`src/rtl/proj1_alu_seq.sv`:
```
// proj1_alu_seq: issues instruction words to the proj1 8-bit ALU,
// waits out its latency and writes results and C/N/Z back.
module proj1_alu_seq #(
    parameter int ALU_LAT = 2
) (
    input  logic        clk,
    input  logic        rst,
    input  logic        instr_valid,
    output logic        instr_ready,
    input  logic [15:0] instr,
    input  logic        rf_we,
    input  logic [3:0]  rf_waddr,
    input  logic [7:0]  rf_wdata,
    input  logic [3:0]  rf_raddr,
    output logic [7:0]  rf_rdata,
    output logic [7:0]  alu_opcode,
    output logic [7:0]  alu_rd,
    output logic [7:0]  alu_rr,
    output logic        alu_ci,
    input  logic [15:0] alu_data,
    input  logic        alu_co,
    input  logic        alu_no,
    input  logic        alu_zo,
    output logic [2:0]  flags,
    output logic        busy,
    output logic        done,
    output logic        illegal
);

    typedef enum logic [1:0] {
        IDLE,
        ISSUE,
        WAIT,
        WB
    } state_t;

    localparam logic [1:0] WAIT_INIT =
        (ALU_LAT > 1) ? 2'(ALU_LAT - 2) : 2'd0;

    state_t     state;
    state_t     state_nx;
    logic [7:0] rf [16];
    logic [3:0] rd_q;
    logic [3:0] rd_hi;
    logic       ill_q;
    logic [1:0] cnt;
    logic       c_q;
    logic       n_q;
    logic       z_q;
    logic       accept;
    logic       legal_in;
    logic       wb;
    logic [7:0] rd_fwd;
    logic [7:0] rr_fwd;
    logic       is_shift;
    logic       is_mul;
    logic       is_log;
    logic       is_neg;
    logic       is_arith;

    assign instr_ready = (state == IDLE) && !rst;
    assign accept      = instr_valid && instr_ready;
    assign busy        = (state != IDLE);
    assign done        = (state == WB);
    assign illegal     = done && ill_q;
    assign flags       = {c_q, n_q, z_q};
    assign rf_rdata    = rf[rf_raddr];
    assign wb          = (state == WB) && !ill_q;
    assign rd_hi       = rd_q + 4'd1;

    always_comb begin
        legal_in = 1'b0;
        unique case (instr[15:12])
            4'h0, 4'h4:       legal_in = 1'b1;
            4'h8, 4'h9, 4'hA: legal_in = 1'b1;
            4'hB:             legal_in = (instr[9:8] == 2'b00);
            4'hC, 4'hD:       legal_in = 1'b1;
            4'hE, 4'hF:       legal_in = 1'b1;
            default:          legal_in = 1'b0;
        endcase
    end

    // A preload landing in the accept cycle must reach the operands.
    assign rd_fwd = (rf_we && rf_waddr == instr[7:4]) ?
                    rf_wdata : rf[instr[7:4]];
    assign rr_fwd = (rf_we && rf_waddr == instr[3:0]) ?
                    rf_wdata : rf[instr[3:0]];

    // The latched opcode only holds legal encodings outside IDLE.
    assign is_shift = (alu_opcode[7:4] == 4'h0);
    assign is_mul   = (alu_opcode[7:4] == 4'h4);
    assign is_log   = alu_opcode[7:4] inside {4'h8, 4'h9, 4'hA};
    assign is_neg   = (alu_opcode[7:4] == 4'hB);
    assign is_arith = (alu_opcode[7:6] == 2'b11);

    always_comb begin
        state_nx = state;
        unique case (state)
            IDLE:    if (accept) state_nx = legal_in ? ISSUE : WB;
            ISSUE:   state_nx = (ALU_LAT == 1) ? WB : WAIT;
            WAIT:    if (cnt == 2'd0) state_nx = WB;
            WB:      state_nx = IDLE;
            default: state_nx = IDLE;
        endcase
    end

    always_ff @(posedge clk or posedge rst) begin
        if (rst) begin
            state <= IDLE;
            cnt   <= 2'd0;
            rd_q  <= 4'd0;
            ill_q <= 1'b0;
        end else begin
            state <= state_nx;
            if (accept) begin
                rd_q  <= instr[7:4];
                ill_q <= !legal_in;
            end
            if (state == ISSUE) begin
                cnt <= WAIT_INIT;
            end else if (state == WAIT && cnt != 2'd0) begin
                cnt <= cnt - 2'd1;
            end
        end
    end

    always_ff @(posedge clk or posedge rst) begin
        if (rst) begin
            alu_opcode <= 8'h00;
            alu_rd     <= 8'h00;
            alu_rr     <= 8'h00;
            alu_ci     <= 1'b0;
        end else if (accept && legal_in) begin
            alu_opcode <= instr[15:8];
            alu_rd     <= rd_fwd;
            alu_rr     <= rr_fwd;
            alu_ci     <= c_q;
        end else if (state == WB) begin
            alu_opcode <= 8'h00;
            alu_rd     <= 8'h00;
            alu_rr     <= 8'h00;
            alu_ci     <= 1'b0;
        end
    end

    always_ff @(posedge clk or posedge rst) begin
        if (rst) begin
            for (int i = 0; i < 16; i++) rf[i] <= 8'h00;
        end else if (state == IDLE && rf_we) begin
            rf[rf_waddr] <= rf_wdata;
        end else if (wb) begin
            rf[rd_q] <= alu_data[7:0];
            if (is_mul) rf[rd_hi] <= alu_data[15:8];
        end
    end

    always_ff @(posedge clk or posedge rst) begin
        if (rst) begin
            c_q <= 1'b0;
            n_q <= 1'b0;
            z_q <= 1'b0;
        end else if (wb) begin
            unique case (1'b1)
                is_shift, is_arith: begin
                    c_q <= alu_co;
                    n_q <= alu_no;
                    z_q <= alu_zo;
                end
                is_mul: begin
                    c_q <= alu_data[15];
                    z_q <= (alu_data == 16'h0000);
                end
                is_log: begin
                    n_q <= alu_data[7];
                    z_q <= (alu_data[7:0] == 8'h00);
                end
                is_neg: begin
                    c_q <= (alu_data[7:0] != 8'h00);
                    n_q <= alu_data[7];
                    z_q <= (alu_data[7:0] == 8'h00);
                end
                default: ;
            endcase
        end
    end

endmodule

```
`config.mk`:
```
export PLATFORM = sky130hd
export DESIGN_NAME = proj1_alu_seq
export DESIGN_NICKNAME = d
export VERILOG_FILES = /design/src/rtl/proj1_alu_seq.sv
export SDC_FILE = /design/constraint.sdc
export NUM_CORES = 1
export LEC_CHECK = 0
export CAP_MARGIN = 20
export CORE_ASPECT_RATIO = 0.6
export CORE_MARGIN = 3
export CORE_UTILIZATION = 35
export DETAILED_ROUTE_END_ITERATION = 8
export PLACE_DENSITY = 0.63
export RECOVER_POWER = 100
export SLEW_MARGIN = 15
export SYNTH_ARGS = -nofsm -noshare
export SYNTH_HDL_FRONTEND = slang
export SYNTH_SLANG_ARGS = --single-unit
```
`constraint.sdc`:
```
create_clock -name clk -period 14.3 [get_ports clk]
set_input_delay 2.86 -clock clk [delete_from_list [all_inputs] [get_ports clk]]
set_output_delay 2.86 -clock clk [all_outputs]
set_load 0.02 [all_outputs]
```
==> impl_summary.md <==
Outcome
The run finished, with violations left. The checks that failed: capacitance limit, slew limit.

Global route
The initial antenna violation count was 3. Entering global routing, the biggest net connects 79 pins. For this run, the total global-route usage over all layers was measured as 0.315. The first global-routing pass estimated 87.3 mm of wire. The number of global-route vias before repair is around 11,000. The total overflow left after global routing is 0.

Drt
Wires add up to between 60 and 70 mm. The number of iterations in the first detailed-routing pass is 8. The number of DRC violations after detailed routing is 0.

After detailed routing, the average wire length per cell comes to ~35 um. The detailed-route vias per instance is between 7 and 8. The number of nets with antenna violations after routing is 0. The number of DRC markers in iteration 0 is 2,147. The via count is about 13,000.

Setup path
The launch point of the worst reg-to-reg path is state[0]$_DFFE_PP0P_. The arrival time reported for the critical path endpoint is around 6.3 ns. The startpoint type of the worst setup path is an input pin. The type of the setup path with the least slack is in2out.

The worst setup path is captured at an output port. Data on the critical path is required at its endpoint by 11.44 ns. Of all nets on the critical path, the largest fanout is 32. The critical path starts at rf_raddr[0].

Die
The initial utilization of the core area, before any placement, comes to 0.359. During I/O placement, the number of pins put on the boundary was 95. The floorplan step set the die height to between 150 and 200 um. The die covers a little under 0.04 mm^2. After floorplanning, the core was divided into 53 placement rows. The total core area is 0.0355 mm^2. From left edge to right edge, the die measures between 200 and 300 um.

STA
Setup total negative slack on the finished layout was measured at 0 ns. The achievable clock frequency is 0.109 GHz. Headroom to the max-slew limit came out at -1.64. For the pin with the worst max-slew slack, the measured transition is slightly below 4 ns.

Counting I/O delays and the setup requirement, the final critical path takes about 9.2 ns. The count of endpoints failing setup in the final report is 0. For the final database, setup skew stands at 0.0164 ns. The total count of max-transition violations in the final report is 291.

Setup repair after global routing left no endpoint under its margin. The fraction of the cycle the final worst path needs is 0.641. The hold violation count in the final report is 0.

Synth
Of the post-synthesis cell area, the dominant cell type holds 0.324. The cell taking the most area after synthesis is sky130_fd_sc_hd__dfrtp_1. The number of nets handed over by synthesis was ~1,400. The sequential area share after synthesis is 0.324. In this run, distinct cell masters in the synthesized netlist total 64. Each instance of the synthesized netlist takes up on average slightly below 10 um^2. In this run, synthesis inferred 0 flip-flops with an integrated enable. The post-synth design cell area is about 0.013 mm^2. The most common flop cell mapped by yosys is sky130_fd_sc_hd__dfrtp_1. For this run, asynchronously set or reset flops after synthesis account for 1.00. During synthesis, Yosys emitted a total of 0 warnings. Yosys attributes the largest share of cell area to sky130_fd_sc_hd__dfrtp_1 (32%), sky130_fd_sc_hd__mux4_2 (18%), sky130_fd_sc_hd__a22oi_1 (5.7%). Synthesis produced between 1,000 and 1,500 cells. Counting flops and latches in the post-synthesis netlist gives roughly 170.

Place
Routability-driven placement finished with a final weighted congestion of approximately 1.1. The count of input and output buffers is 94. The placed instance area is about 0.014 mm^2. The HPWL after detailed placement is about 44 mm.

Clock tree
The CTS tree is built. The number of buffers created by CTS is 17. The root buffer cell chosen for the clock tree is sky130_fd_sc_hd__clkbuf_16. The number of post-CTS setup repair buffers is 0. Buffers inserted to repair hold after CTS numbered 0. CTS built an H-tree with a depth of 4. The clock reaches the later pin of the worst-skew pair after ~0.47 ns. The clock net in this run drives a total of between 150 and 200 sinks. The number of buffers between clock root and the deepest sink is 2. The total of cells resized after clock tree synthesis is 0. The clock input transition at the sequential cells of the worst setup and hold paths is roughly 0.08 ns.

Power and ir drop
The worst IR drop on VDD is 0.111 mV. The analysis attributes to net switching a power of roughly 0.0014 W. The share of total power consumed by net switching is 0.468. For this design the ratio of total power to cell area is roughly 200 mW/mm^2. The proportion of power drawn by the clock network is 0.177. The internal power of the cells totals roughly 0.0016 W. Of the total power, registers draw 0.382. The leakage power total is 5.60 nW. Of the total power, combinational logic draws 0.441.

Final layout
The layout has approximately 3,400 filler cells. The sequential cells in the finished layout cover a total of between 0.004 and 0.005 mm^2. Of the cells placed in the final design, the portion with a size suffix greater than 1 is 0.155. The footprint of the multi-input gates is about 0.008 mm^2. The area added between synthesis and finish is 13.7%. 0 antenna diodes ended up in the layout.

The count of nets after finishing is roughly 1,400. The finished cells cover between 0.01 and 0.015 mm^2.

Run
The tool flagged a number of max-cap violations equal to 6.

Worst hold path
The kind of path behind the tightest hold check is reg2reg. In this run the most critical hold path is launched from z_q$_DFFE_PP0P_.
[power by group through the flow]
stage          Combinational (W)  Sequential (W)  Clock, W
2_1_floorplan           0.000937        0.000829         0
3_3_place_gp             0.00124         0.00106         0
3_5_place_dp             0.00127         0.00106         0
4_1_cts                  0.00127         0.00105  0.000518
5_1_grt                  0.00138         0.00109  0.000538
6_report                 0.00129         0.00111  0.000517
[cell usage after synthesis, drive strengths merged, types with 7 or more instances]
library cell	number
o31ai	8
a21oi	54
nand2	150
nor2	104
nor3	19
o21ai	104
a22oi	96
o211ai	46
nand4b	7
o31a	7
a211oi	40
mux4	104
nor3b	8
nand3b	9
dfrtp	165
o221ai	10
a21boi	8
or2	10
buf	63
clkbuf	85
nand2b	9
nor4	8
inv	18
a221o	66
mux2i	39
nor2b	12
[through the flow]
stage	instances	utilization	hold WS [ns]	power, W	setup WS [ns]
finish	1789	0.409	0.511	0.00292	5.14
global route	1789	0.409	0.527	0.00300	4.87
CTS	1787	0.409	0.514	0.00284	6.12
detailed placement	1755	0.391	0.492	0.00232	6.13
global placement	1755	0.391	0.494	0.00230	6.14
floorplan	1308	-	0.451	0.00177	6.64
[logic make-up (layout without fill, tap and decap cells)]
kind of cell | after synthesis | count (layout) | synth area share
DFF | 165 | 165 | 0.324
muxes | 149 | 149 | 0.220
adders and majority gates | 6 | 6 | 0.00589
AOI/OAI and AO/OA | 454 | 454 | 0.255
xor gates and xnor gates | 9 | 9 | 0.00618
and+or+nand+nor | 359 | 359 | 0.132
buffers and inverters | 166 | 180 | 0.0565
[cell type report]
cell class,instances,share of cell area
multi-input cells,977,0.546
flip-flops and latches,165,0.285
repair buffers,130,0.0805
well taps,467,0.0403
clock buffers,18,0.0303
clock inverters,14,0.0132
inverters,18,0.00475
[registers in the layout (all words and copies together), names as in the netlist]
register / count
state: 2
alu_rd: 8
rf: 128
alu_opcode: 8
z_q: 1
alu_rr: 8
rd_q: 4
n_q: 1
cnt: 2
ill_q: 1
c_q: 1
alu_ci: 1
[final timing paths]
kind	end	slack (ns)	depth (start not counted)
min in group asynchronous	alu_opcode[6]$_DFFE_PP0P_	3.57	2
setup / recovery	rf_rdata[3]	5.14	4
hold reg to reg	z_q$_DFFE_PP0P_	0.51	2
max in group asynchronous	rf[86]$_DFFE_PP0P_	6.56	3
hold / removal	z_q$_DFFE_PP0P_	0.51	2
setup reg to reg	rf[126]$_DFFE_PP0P_	8.01	6
[layer usage]
| layer | track usage | vias to the layer above | share of wire |
|---|---|---|---|
| met5 | 0.0174 | - | 0.0016 |
| li1 | - | 5093 | - |
| met2 | 0.374 | 1196 | 0.36 |
| met3 | 0.176 | 144 | 0.19 |
| met4 | 0.0927 | 4 | 0.034 |
| met1 | 0.469 | 6411 | 0.41 |
[placed cells by master, fill, tap and decap left out, drive strengths merged, types with 5 or more instances in the layout]
cell and count:
a211oi 40, a21boi 8, a21oi 54, a221o 66, a22oi 96, and2 6, buf 35, clkbuf 25
clkdlybuf4s50 45, dfrtp 165, dlygate4sd3 43, ha 6, inv 23, mux2 6, mux2i 39, mux4 104
nand2 150, nand2b 9, nand3b 9, nand4b 7, nor2 104, nor2b 12, nor3 19, nor3b 8
nor4 8, o211ai 46, o21ai 104, o221ai 10, o31a 7, o31ai 8, or2 10, or3 5
xor2 6
[worst max-delay path, cell delays in order]
cell                            delay, ns
sky130_fd_sc_hd__clkbuf_1            1.54
sky130_fd_sc_hd__mux4_2              0.67
sky130_fd_sc_hd__mux4_2              0.53
sky130_fd_sc_hd__dlygate4sd3_1       0.68
(Power assumes the default switching activity.)
